[src/rtl/serdesphy_rx_pkg.sv]
// Shared types and constants for the RX deserializer/aligner: FSM encoding,
// default alignment pattern and counter widths.
package serdesphy_rx_pkg;

    typedef enum logic [1:0] {
        ST_IDLE    = 2'd0,
        ST_HUNT    = 2'd1,
        ST_CONFIRM = 2'd2,
        ST_LOCKED  = 2'd3
    } rx_state_e;

    localparam logic [15:0] DEFAULT_SYNC_WORD = 16'hF0A5;

    // Wide enough for SD_DEBOUNCE up to 15 and LOCK_MATCHES up to 7.
    localparam int SD_CNT_W    = 4;
    localparam int MATCH_CNT_W = 3;
    localparam int LOSS_CNT_W  = 8;

    function automatic int cnt_width(input int n);
        return (n <= 2) ? 1 : $clog2(n);
    endfunction

endpackage

[src/rtl/serdesphy_rx_deserializer_aligner_if.sv]
// Receiver-side bundle: serial bit stream and control in, aligned parallel
// words and link status out.
interface serdesphy_rx_deserializer_aligner_if #(
    parameter int WORD_WIDTH = 16
);
    logic                  enable;
    logic                  resync;
    logic                  serial_data;
    logic                  signal_detected;
    logic [WORD_WIDTH-1:0] rx_data;
    logic                  rx_valid;
    logic                  rx_is_sync;
    logic                  sd_qualified;
    logic                  locked;
    logic [7:0]            lock_loss_cnt;

    // Driver side: differential receiver / link controller.
    modport master (
        output enable, resync, serial_data, signal_detected,
        input  rx_data, rx_valid, rx_is_sync, sd_qualified, locked, lock_loss_cnt
    );

    // Deserializer side.
    modport slave (
        input  enable, resync, serial_data, signal_detected,
        output rx_data, rx_valid, rx_is_sync, sd_qualified, locked, lock_loss_cnt
    );
endinterface

[src/rtl/serdesphy_rx_sd_debounce.sv]
// Signal-detect qualifier: the raw flag must stay high for SD_DEBOUNCE
// consecutive cycles; any low cycle restarts the count.
module serdesphy_rx_sd_debounce
    import serdesphy_rx_pkg::*;
#(
    parameter int SD_DEBOUNCE = 4
) (
    input  logic clk,
    input  logic rst,
    input  logic signal_detected_i,
    output logic sd_qualified_o
);

    localparam logic [SD_CNT_W-1:0] SD_MAX = SD_CNT_W'(SD_DEBOUNCE);

    logic [SD_CNT_W-1:0] sd_cnt_q, sd_cnt_d;
    logic                sd_qualified_q;

    // NOTE: every variable written here gets a default first so no latch is inferred.
    always_comb begin
        sd_cnt_d = sd_cnt_q;
        if (!signal_detected_i) begin
            sd_cnt_d = '0;
        end else if (sd_cnt_q != SD_MAX) begin
            sd_cnt_d = sd_cnt_q + SD_CNT_W'(1);
        end
    end

    // NOTE: state uses non-blocking assignments so all registers update from pre-edge values.
    always_ff @(posedge clk) begin
        if (rst) begin
            sd_cnt_q       <= '0;
            sd_qualified_q <= 1'b0;
        end else begin
            sd_cnt_q       <= sd_cnt_d;
            sd_qualified_q <= (sd_cnt_q == SD_MAX);
        end
    end

    assign sd_qualified_o = sd_qualified_q;

endmodule

[src/rtl/serdesphy_rx_deserializer_aligner.sv]
// RX deserializer: shifts the serial stream MSB-first, hunts for the sync
// word at any bit offset, confirms alignment, then emits parallel words.
module serdesphy_rx_deserializer_aligner
    import serdesphy_rx_pkg::*;
#(
    parameter int                    WORD_WIDTH   = 16,
    parameter logic [WORD_WIDTH-1:0] SYNC_WORD    = WORD_WIDTH'(DEFAULT_SYNC_WORD),
    parameter int                    SD_DEBOUNCE  = 4,
    parameter int                    LOCK_MATCHES = 2
) (
    input logic clk,
    input logic rst,
    serdesphy_rx_deserializer_aligner_if.slave rx_if
);

    localparam int                     BIT_CNT_W = cnt_width(WORD_WIDTH);
    localparam logic [BIT_CNT_W-1:0]   BIT_LAST  = BIT_CNT_W'(WORD_WIDTH - 1);
    localparam logic [MATCH_CNT_W-1:0] MATCH_TGT = MATCH_CNT_W'(LOCK_MATCHES);

    rx_state_e               state_q, state_d;
    logic [WORD_WIDTH-1:0]   shreg_q, shreg_nx;
    logic [BIT_CNT_W-1:0]    bit_cnt_q, bit_cnt_d;
    logic [MATCH_CNT_W-1:0]  match_cnt_q, match_cnt_d, match_inc;
    logic [WORD_WIDTH-1:0]   rx_data_q, rx_data_d;
    logic                    rx_valid_q, rx_valid_d;
    logic                    rx_is_sync_q, rx_is_sync_d;
    logic                    locked_q, locked_d;
    logic [LOSS_CNT_W-1:0]   lock_loss_q, lock_loss_d;
    logic                    sd_qualified;
    logic                    run;
    logic                    sync_hit;
    logic                    emit;

    serdesphy_rx_sd_debounce #(
        .SD_DEBOUNCE (SD_DEBOUNCE)
    ) u_sd_debounce (
        .clk               (clk),
        .rst               (rst),
        .signal_detected_i (rx_if.signal_detected),
        .sd_qualified_o    (sd_qualified)
    );

    assign run       = rx_if.enable && sd_qualified;
    assign shreg_nx  = run ? {shreg_q[WORD_WIDTH-2:0], rx_if.serial_data} : '0;
    assign sync_hit  = (shreg_nx == SYNC_WORD);
    assign match_inc = match_cnt_q + MATCH_CNT_W'(1);

    always_ff @(posedge clk) begin
        if (rst) begin
            state_q     <= ST_IDLE;
            shreg_q     <= '0;
            bit_cnt_q   <= '0;
            match_cnt_q <= '0;
        end else begin
            state_q     <= state_d;
            shreg_q     <= shreg_nx;
            bit_cnt_q   <= bit_cnt_d;
            match_cnt_q <= match_cnt_d;
        end
    end

    // Losing enable/signal outranks resync, so a coincident pair lands in IDLE.
    always_comb begin
        state_d     = state_q;
        bit_cnt_d   = bit_cnt_q;
        match_cnt_d = match_cnt_q;
        if (!run) begin
            state_d     = ST_IDLE;
            bit_cnt_d   = '0;
            match_cnt_d = '0;
        end else if (rx_if.resync && (state_q != ST_IDLE)) begin
            state_d     = ST_HUNT;
            bit_cnt_d   = '0;
            match_cnt_d = '0;
        end else begin
            case (state_q)
                ST_IDLE: state_d = ST_HUNT;
                ST_HUNT: begin
                    if (sync_hit) begin
                        bit_cnt_d   = '0;
                        match_cnt_d = MATCH_CNT_W'(1);
                        state_d     = (LOCK_MATCHES == 1) ? ST_LOCKED : ST_CONFIRM;
                    end
                end
                ST_CONFIRM: begin
                    if (bit_cnt_q == BIT_LAST) begin
                        bit_cnt_d = '0;
                        if (sync_hit) begin
                            match_cnt_d = match_inc;
                            if (match_inc == MATCH_TGT) begin
                                state_d = ST_LOCKED;
                            end
                        end else begin
                            match_cnt_d = '0;
                            state_d     = ST_HUNT;
                        end
                    end else begin
                        bit_cnt_d = bit_cnt_q + BIT_CNT_W'(1);
                    end
                end
                ST_LOCKED: begin
                    bit_cnt_d = (bit_cnt_q == BIT_LAST) ? '0 : bit_cnt_q + BIT_CNT_W'(1);
                end
                default: state_d = ST_IDLE;
            endcase
        end
    end

    // LOCKED only persists when no exit fired, so state_d doubles as the "still locked" test.
    assign emit = (state_q == ST_LOCKED) && (state_d == ST_LOCKED) && (bit_cnt_q == BIT_LAST);

    always_comb begin
        rx_data_d    = rx_data_q;
        rx_valid_d   = 1'b0;
        rx_is_sync_d = 1'b0;
        locked_d     = (state_d == ST_LOCKED);
        lock_loss_d  = lock_loss_q;
        if (emit) begin
            rx_data_d    = shreg_nx;
            rx_valid_d   = 1'b1;
            rx_is_sync_d = sync_hit;
        end
        if ((state_q == ST_LOCKED) && (state_d != ST_LOCKED) && (lock_loss_q != '1)) begin
            lock_loss_d = lock_loss_q + LOSS_CNT_W'(1);
        end
    end

    always_ff @(posedge clk) begin
        if (rst) begin
            rx_data_q    <= '0;
            rx_valid_q   <= 1'b0;
            rx_is_sync_q <= 1'b0;
            locked_q     <= 1'b0;
            lock_loss_q  <= '0;
        end else begin
            rx_data_q    <= rx_data_d;
            rx_valid_q   <= rx_valid_d;
            rx_is_sync_q <= rx_is_sync_d;
            locked_q     <= locked_d;
            lock_loss_q  <= lock_loss_d;
        end
    end

    assign rx_if.rx_data       = rx_data_q;
    assign rx_if.rx_valid      = rx_valid_q;
    assign rx_if.rx_is_sync    = rx_is_sync_q;
    assign rx_if.sd_qualified  = sd_qualified;
    assign rx_if.locked        = locked_q;
    assign rx_if.lock_loss_cnt = lock_loss_q;

endmodule
[src/flat_wrapper.sv]
// flat-port wrapper written by rule: the top's interface ports become plain ports
module serdesphy_rx_deserializer_aligner_flat import serdesphy_rx_pkg::*;
#(
    parameter int                    WORD_WIDTH   = 16,
    parameter logic [WORD_WIDTH-1:0] SYNC_WORD    = WORD_WIDTH'(DEFAULT_SYNC_WORD),
    parameter int                    SD_DEBOUNCE  = 4,
    parameter int                    LOCK_MATCHES = 2
)
  (clk, rst, rx_if_enable, rx_if_resync, rx_if_serial_data, rx_if_signal_detected, rx_if_rx_data, rx_if_rx_valid, rx_if_rx_is_sync, rx_if_sd_qualified, rx_if_locked, rx_if_lock_loss_cnt);
  serdesphy_rx_deserializer_aligner_if #(.WORD_WIDTH(WORD_WIDTH)) rx_if_i ();
  input logic clk;
  input logic rst;
  input wire logic [$bits(rx_if_i.enable)-1:0] rx_if_enable;
  input wire logic [$bits(rx_if_i.resync)-1:0] rx_if_resync;
  input wire logic [$bits(rx_if_i.serial_data)-1:0] rx_if_serial_data;
  input wire logic [$bits(rx_if_i.signal_detected)-1:0] rx_if_signal_detected;
  output wire logic [$bits(rx_if_i.rx_data)-1:0] rx_if_rx_data;
  output wire logic [$bits(rx_if_i.rx_valid)-1:0] rx_if_rx_valid;
  output wire logic [$bits(rx_if_i.rx_is_sync)-1:0] rx_if_rx_is_sync;
  output wire logic [$bits(rx_if_i.sd_qualified)-1:0] rx_if_sd_qualified;
  output wire logic [$bits(rx_if_i.locked)-1:0] rx_if_locked;
  output wire logic [$bits(rx_if_i.lock_loss_cnt)-1:0] rx_if_lock_loss_cnt;
  assign rx_if_i.enable = rx_if_enable;
  assign rx_if_i.resync = rx_if_resync;
  assign rx_if_i.serial_data = rx_if_serial_data;
  assign rx_if_i.signal_detected = rx_if_signal_detected;
  assign rx_if_rx_data = rx_if_i.rx_data;
  assign rx_if_rx_valid = rx_if_i.rx_valid;
  assign rx_if_rx_is_sync = rx_if_i.rx_is_sync;
  assign rx_if_sd_qualified = rx_if_i.sd_qualified;
  assign rx_if_locked = rx_if_i.locked;
  assign rx_if_lock_loss_cnt = rx_if_i.lock_loss_cnt;
  serdesphy_rx_deserializer_aligner #(.WORD_WIDTH(WORD_WIDTH), .SYNC_WORD(SYNC_WORD), .SD_DEBOUNCE(SD_DEBOUNCE), .LOCK_MATCHES(LOCK_MATCHES)) u_core (.clk(clk), .rst(rst), .rx_if(rx_if_i));
endmodule
[config.mk]
export PLATFORM = sky130hd
export DESIGN_NAME = serdesphy_rx_deserializer_aligner_flat
export DESIGN_NICKNAME = d
export VERILOG_FILES = /design/src/rtl/serdesphy_rx_pkg.sv /design/src/rtl/serdesphy_rx_deserializer_aligner_if.sv /design/src/rtl/serdesphy_rx_sd_debounce.sv /design/src/rtl/serdesphy_rx_deserializer_aligner.sv /design/src/flat_wrapper.sv
export SDC_FILE = /design/constraint.sdc
export NUM_CORES = 1
export LEC_CHECK = 0
export CAP_MARGIN = 20
export CELL_PAD_IN_SITES_DETAIL_PLACEMENT = 1
export CELL_PAD_IN_SITES_GLOBAL_PLACEMENT = 2
export CORE_MARGIN = 10
export CORE_UTILIZATION = 33
export DETAILED_ROUTE_END_ITERATION = 7
export GPL_TIMING_DRIVEN = 0
export PLACE_DENSITY = 0.82
export SLEW_MARGIN = 20
export SYNTH_ARGS = -nofsm -noshare
export SYNTH_HDL_FRONTEND = slang
export SYNTH_HIERARCHICAL = 1
export SYNTH_SLANG_ARGS = --single-unit
[constraint.sdc]
create_clock -name clk -period 1.96 [get_ports clk]
set_clock_uncertainty 0.15 [all_clocks]
set_input_delay 0.294 -clock clk [delete_from_list [all_inputs] [get_ports clk]]
set_output_delay 0.294 -clock clk [all_outputs]
set_load 0.02 [all_outputs]
======== Word level (Yosys, flattened, before mapping) ========
Cells that the tools add are included.
word-level totals
  flip-flop bits (word level) ............. 56
  output and inout port bits .............. 28
  logic and storage cells ................. 63
cells by class
  $add $sub $neg .......................... 4
  equality and inequality tests ........... 13
  muxes and demuxes ....................... 16
  bitwise gates (word level) .............. 3
  reduce and logical (&&, ||, !) cells .... 16
operators by type and width
  operator                                                                 number
  16-bit equality test, second input constant                              1
  16-bit two-way mux                                                       1
  2-bit two-way mux                                                        6
  3-bit two-way mux                                                        3
  4-bit by 1-bit adder with 4-bit output, second input constant            2
  8-bit by 1-bit adder with 8-bit output, second input constant            1
  4-bit two-way mux                                                        2
  8-bit inequality test, second input constant                             1
  4-bit case mux with 2 select lines                                       1
  2-bit equality test, second input constant                               3
  1-bit logical AND                                                        6
  2-bit case mux with 3 select lines                                       1
  3-bit case mux with 2 select lines                                       1
  2-bit nonzero test                                                       3
  2-bit OR reduction                                                       3
  4-bit by 3-bit equality test with 1-bit output, second input constant    1
  4-bit equality test, second input constant                               1
  2-bit by 1-bit inequality test with 1-bit output, second input constant  2
  4-bit by 3-bit inequality test with 1-bit output, second input constant  1
  3-bit by 1-bit adder with 3-bit output, second input constant            1
  3-bit by 2-bit equality test with 1-bit output, second input constant    1
  1-bit NOT                                                                3
  3-bit AND reduction                                                      1
  3-bit OR reduction                                                       1
  5 further kinds                                                          5

======== Logic depth before layout (Yosys ltp) ========
  depth in word-level cells ............... 13
  gate-level depth with buffers ........... 7

======== Cells and area by module ========
The synthesis kept the hierarchy.
modules (own cells, without submodules)
  module                             instances  cells each  area an instance (um2)
  serdesphy_rx_deserializer_aligner  1          237         2129.5
  serdesphy_rx_sd_debounce           1          26          260.2

======== Least setup slack after synthesis ========
No wires, ideal clock.
  path type ............................... register to register
  from .................................... register u_core.lock_loss_q[0], in the netlist u_core/rx_if.lock_loss_cnt[0]
  to ...................................... register u_core.lock_loss_q[4], in the netlist u_core/rx_if.lock_loss_cnt[4]
  setup time .............................. 0.071 ns
  arrival time ............................ 1.551 ns
  data required time ...................... 1.739 ns
  setup slack ............................. 0.189 ns
  cell stages (with the launch flop) ...... 6
  cell sequence ........................... dfxtp_1 -> ha_1 -> and4_4 -> buf_6 -> or4_1 -> a21oi_1
on the way
  word-level cells in the longest chain between the ends .. 2
RTL lines
  item                                                                                            line                                      RTL
  start: declaration                                                                              serdesphy_rx_deserializer_aligner.sv:28   logic [LOSS_CNT_W-1:0] lock_loss_q, lock_loss_d;
  start signal: assignment                                                                        serdesphy_rx_deserializer_aligner.sv:140  lock_loss_q <= lock_loss_d;
  parallel branches: the longest is 2 deep, another holds 8-bit by 1-bit adder with 8-bit output  --
Several ways; the timed one is not identified.
A chain may end at the register's enable or synchronous reset.

======== Worst setup path in the final report ========
  from .................................... input port rx_if_resync
  to ...................................... register u_core.lock_loss_q[2], in the netlist u_core/rx_if.lock_loss_cnt[2]
on the way
  word-level cells in the longest chain between the ends .. 6
RTL lines
  item                             line                                      RTL
  start: declaration               flat_wrapper.sv:14                        input wire logic [$bits(rx_if_i.resync)-1:0] rx_if_resync;
  1-bit logical AND                serdesphy_rx_deserializer_aligner.sv:71   end else if (rx_if.resync && (state_q != ST_IDLE)) begin
  2-bit two-way mux                serdesphy_rx_deserializer_aligner.sv:71
  2-bit two-way mux                serdesphy_rx_deserializer_aligner.sv:67   if (!run) begin
  2-bit inequality test            serdesphy_rx_deserializer_aligner.sv:123  if ((state_q == ST_LOCKED) && (state_d != ST_LOCKED) && (lock_loss_q != '1)) begin
  1-bit logical AND (2 in series)  serdesphy_rx_deserializer_aligner.sv:123
Every way passes these cells.

==> results.py <==
metrics = {
    "final_layout": {
        "drive_above_1_share_pct": 8.50,
        "register_area_um2": 1120,
        "stdcell_count": 402,
        "area_growth_pct": 24.2,
        "n_antenna_cell": 0,
        "nets": 317,
        "nFillCells": 836,
        "multiInputGateArea_um2": 1200,
        "final_util_pct": 43.0,
    },
    "global_routing": {
        "grt_util_all_layers_pct": 11.0,
        "overflow": 0,
        "grt_max_degree": 18,
        "grt_pass1_wl_mm": 10.1,
        "grt_pass1_vias": 2061,
        "antenna_found_initial": 0,
    },
    "worst_setup_path": {
        "worst_ep_required_time_ns": 2.07,
        "critPathCaptureType": "flip-flop",
        "start_kind": "input pin",
        "crit_fanout": 10,
        "worstSetupPathType": "in -> reg",
        "reg2reg_setup_slack_ns": 0.13,
        "crit_start": "rx_if_resync",
        "r2r_cells": 5,
        "arrival_ns": 1.99,
        "endpoint": "u_core/rx_if.lock_loss_cnt[2]",
        "reg2reg_from": "u_core/rx_if.lock_loss_cnt[0]",
        "regToRegEndpoint": "u_core/rx_if.lock_loss_cnt[4]",
    },
    "synth": {
        "synth_top_area_cell": "dfxtp_1",
        "ys_seq_area_share_pct": 46.9,
        "synth_common_cells": "dfxtp_1, nand2_1, a21oi_1, and2_1, nand3b_1",
        "synth_edf_count": 0,
        "synthTopCellsByArea": "dfxtp_1, nand2_1, and2_1, nand3b_1, a21oi_1",
        "async_reset_ff_share_pct": 0,
        "ys_types": 50,
        "yosysMostFrequentCell": "dfxtp_1",
        "syn_avg_cell_area_um2": 9.09,
        "ys_warn_count": 6,
        "synth-main-ff-cell": "dfxtp_1",
        "synth_seq_cells": 56,
        "syn_area_um2": 2390,
        "synthDominantCellAreaShare_pct": 46.9,
        "syn_inst": 263,
        "synth_nets": 275,
    },
    "sta": {
        "tightestPinTransition_ns": 0.506,
        "final.setup.tns_ns": 0,
        "max_freq_mhz": 531,
        "setup_violations": 0,
        "fin_crit_sh_pct": 96.1,
        "hold_viol": 0,
        "maxSlewViolCount": 0,
        "finalCriticalPeriod_ns": 1.88,
        "slew_headroom_pct": 66.3,
        "rsz0062_at_grt": "no",
    },
    "routing": {
        "wl_mm": 6.06,
        "ant_nets": 0,
        "drt_iter0_drc": 62,
        "wl_per_cell_um": 15.1,
        "vias": 2039,
        "route.detailed.drc": 0,
        "viasPerCell": 5.07,
        "dr.pass1.iters": 4,
    },
    "power_and_ir_drop": {
        "irDropWorstVdd_mv": 0.371,
        "p_leak_nw": 1.07,
        "finalPower_mw": 1.83,
        "power_density_nw_per_um2": 616,
    },
    "floorplan": {
        "start_util_pct": 34.6,
        "rows": 30,
        "fp.dieW_um": 105,
        "core_region_area_um2": 6910,
        "die_h_um": 105,
        "io_pins": 34,
        "die_area_um2": 11000,
    },
    "status": {
        "outcome": "complete, no violations",
    },
    "placement": {
        "place_inst": 392,
        "port_buffers": 33,
        "place.gp.congestion": 0.791,
        "dpl.hpwl_mm": 4.46,
    },
    "run": {
        "drv_cap": 0,
    },
    "clocking": {
        "clock_sinks": 56,
        "cts_buffers": 5,
        "h-tree-depth": 2,
        "cts_tree": "yes",
        "clockRootBuffer": "clkbuf_8",
        "clock_latency_ns": 0.32,
        "hold_buffers": 0,
        "cts_max_path_buffers": 2,
        "path_clk_slew_ns": 0.10,
    },
    "worst_hold_path": {
        "hold_class": "reg -> reg",
    },
}
## how the worst min path moves through the flow
stage                             startpoint  slack [ns]  depth (start not counted)                             endpoint
global route        u_core/rx_if.rx_data[10]        0.33                          2             u_core/rx_if.rx_data[10]
global placement    u_core/rx_if.rx_data[10]        0.29                          2             u_core/rx_if.rx_data[10]
CTS                 u_core/rx_if.rx_data[10]        0.32                          2             u_core/rx_if.rx_data[10]
floorplan                                rst        0.22                          1  u_core/u_sd_debounce/sd_qualified_o
finish              u_core/rx_if.rx_data[10]        0.31                          2             u_core/rx_if.rx_data[10]
detailed placement  u_core/rx_if.rx_data[10]        0.30                          2             u_core/rx_if.rx_data[10]
## stage by stage
step / cell area [um2] / setup WS [ns] / hold slack [ns]
global placement: 2840 / -0.493 / 0.293
detailed placement: 2840 / -0.520 / 0.302
floorplan: 2390 / 0.189 / 0.216
CTS: 2940 / 0.0104 / 0.318
global route: 2970 / 0.0141 / 0.333
finish: 2970 / 0.0761 / 0.313
## state kept, by name, indices dropped and copies added, names as in the netlist
| register | flops |
|---|---|
| u_core/bit_cnt_q | 4 |
| u_core/u_sd_debounce/sd_cnt_q | 4 |
| u_core/rx_if.rx_data | 16 |
| u_core/shreg_q | 15 |
| u_core/state_q | 2 |
| u_core/match_cnt_q | 3 |
| u_core/u_sd_debounce/sd_qualified_o | 1 |
| u_core/rx_if.rx_is_sync | 1 |
| u_core/rx_if.lock_loss_cnt | 8 |
| u_core/rx_if.locked | 1 |
| u_core/rx_if.rx_valid | 1 |
## layout by cell type, fill, tap and decap left out, types with 6 or more instances in the layout
cell type        count
a21oi_1             18
and2_1              18
clkbuf_1             6
clkdlybuf4s50_1     31
dfxtp_1             55
inv_1                7
nand2_1             40
nand2b_1             6
nand3_1              7
nand3b_1            15
nor2_1               7
o21ai_0              7
## worst max-delay path: stages
cell,delay [ns]
clkdlybuf4s50_1,0.63
o21ai_1,0.20
clkbuf_2,0.23
or4_1,0.49
a21oi_1,0.14
## report_power, final
part / switching (mW) / internal, mW
registers: 0.00269 / 1.14
logic: 0.0222 / 0.0200
clock network: 0.390 / 0.255
total: 0.415 / 1.41
## logic make-up (layout without fill, tap and decap cells)
group,count (synthesis),count (layout),synth area share (%)
buf+inv,18,61,3.25
flops,56,56,46.9
fa+ha+maj,6,6,3.14
simple gates,130,130,31.6
compound gates,48,48,13.0
xor+xnor,1,1,0.367
mux,4,4,1.68
## what timing repair did
item | in CTS | in global routing
endpoints found under the setup margin | 17 | 23
cloned | 0 | 0
gates resized for setup | 3 | 10
endpoints found under the hold margin | 0 | 0
setup buffers | 1 | 2
pin swaps | 1 | 2
## final cells by class
cell class	instances	share of cell area [%]
inverter	7	0.885
buffer	10	1.85
sequential	56	37.8
tap	96	4.05
timing repair buffer	36	11.9
clock inverter	2	0.548
clock buffer	6	2.44
multi-input combinational	189	40.5
## per-layer routing
| metal | wire length, um | up-vias | part of all wire (%) | GRT usage [%] |
|---|---|---|---|---|
| met5 | 0 | - | 0 | 0 |
| met4 | 70 | 0 | 1.2 | 4.12 |
| met3 | 334 | 7 | 5.5 | 3.75 |
| met2 | 2740 | 30 | 45 | 17.7 |
| met1 | 2910 | 982 | 48 | 13.3 |
| li1 | - | 1020 | - | - |
No activity file was read; power rests on OpenSTA's default activity.
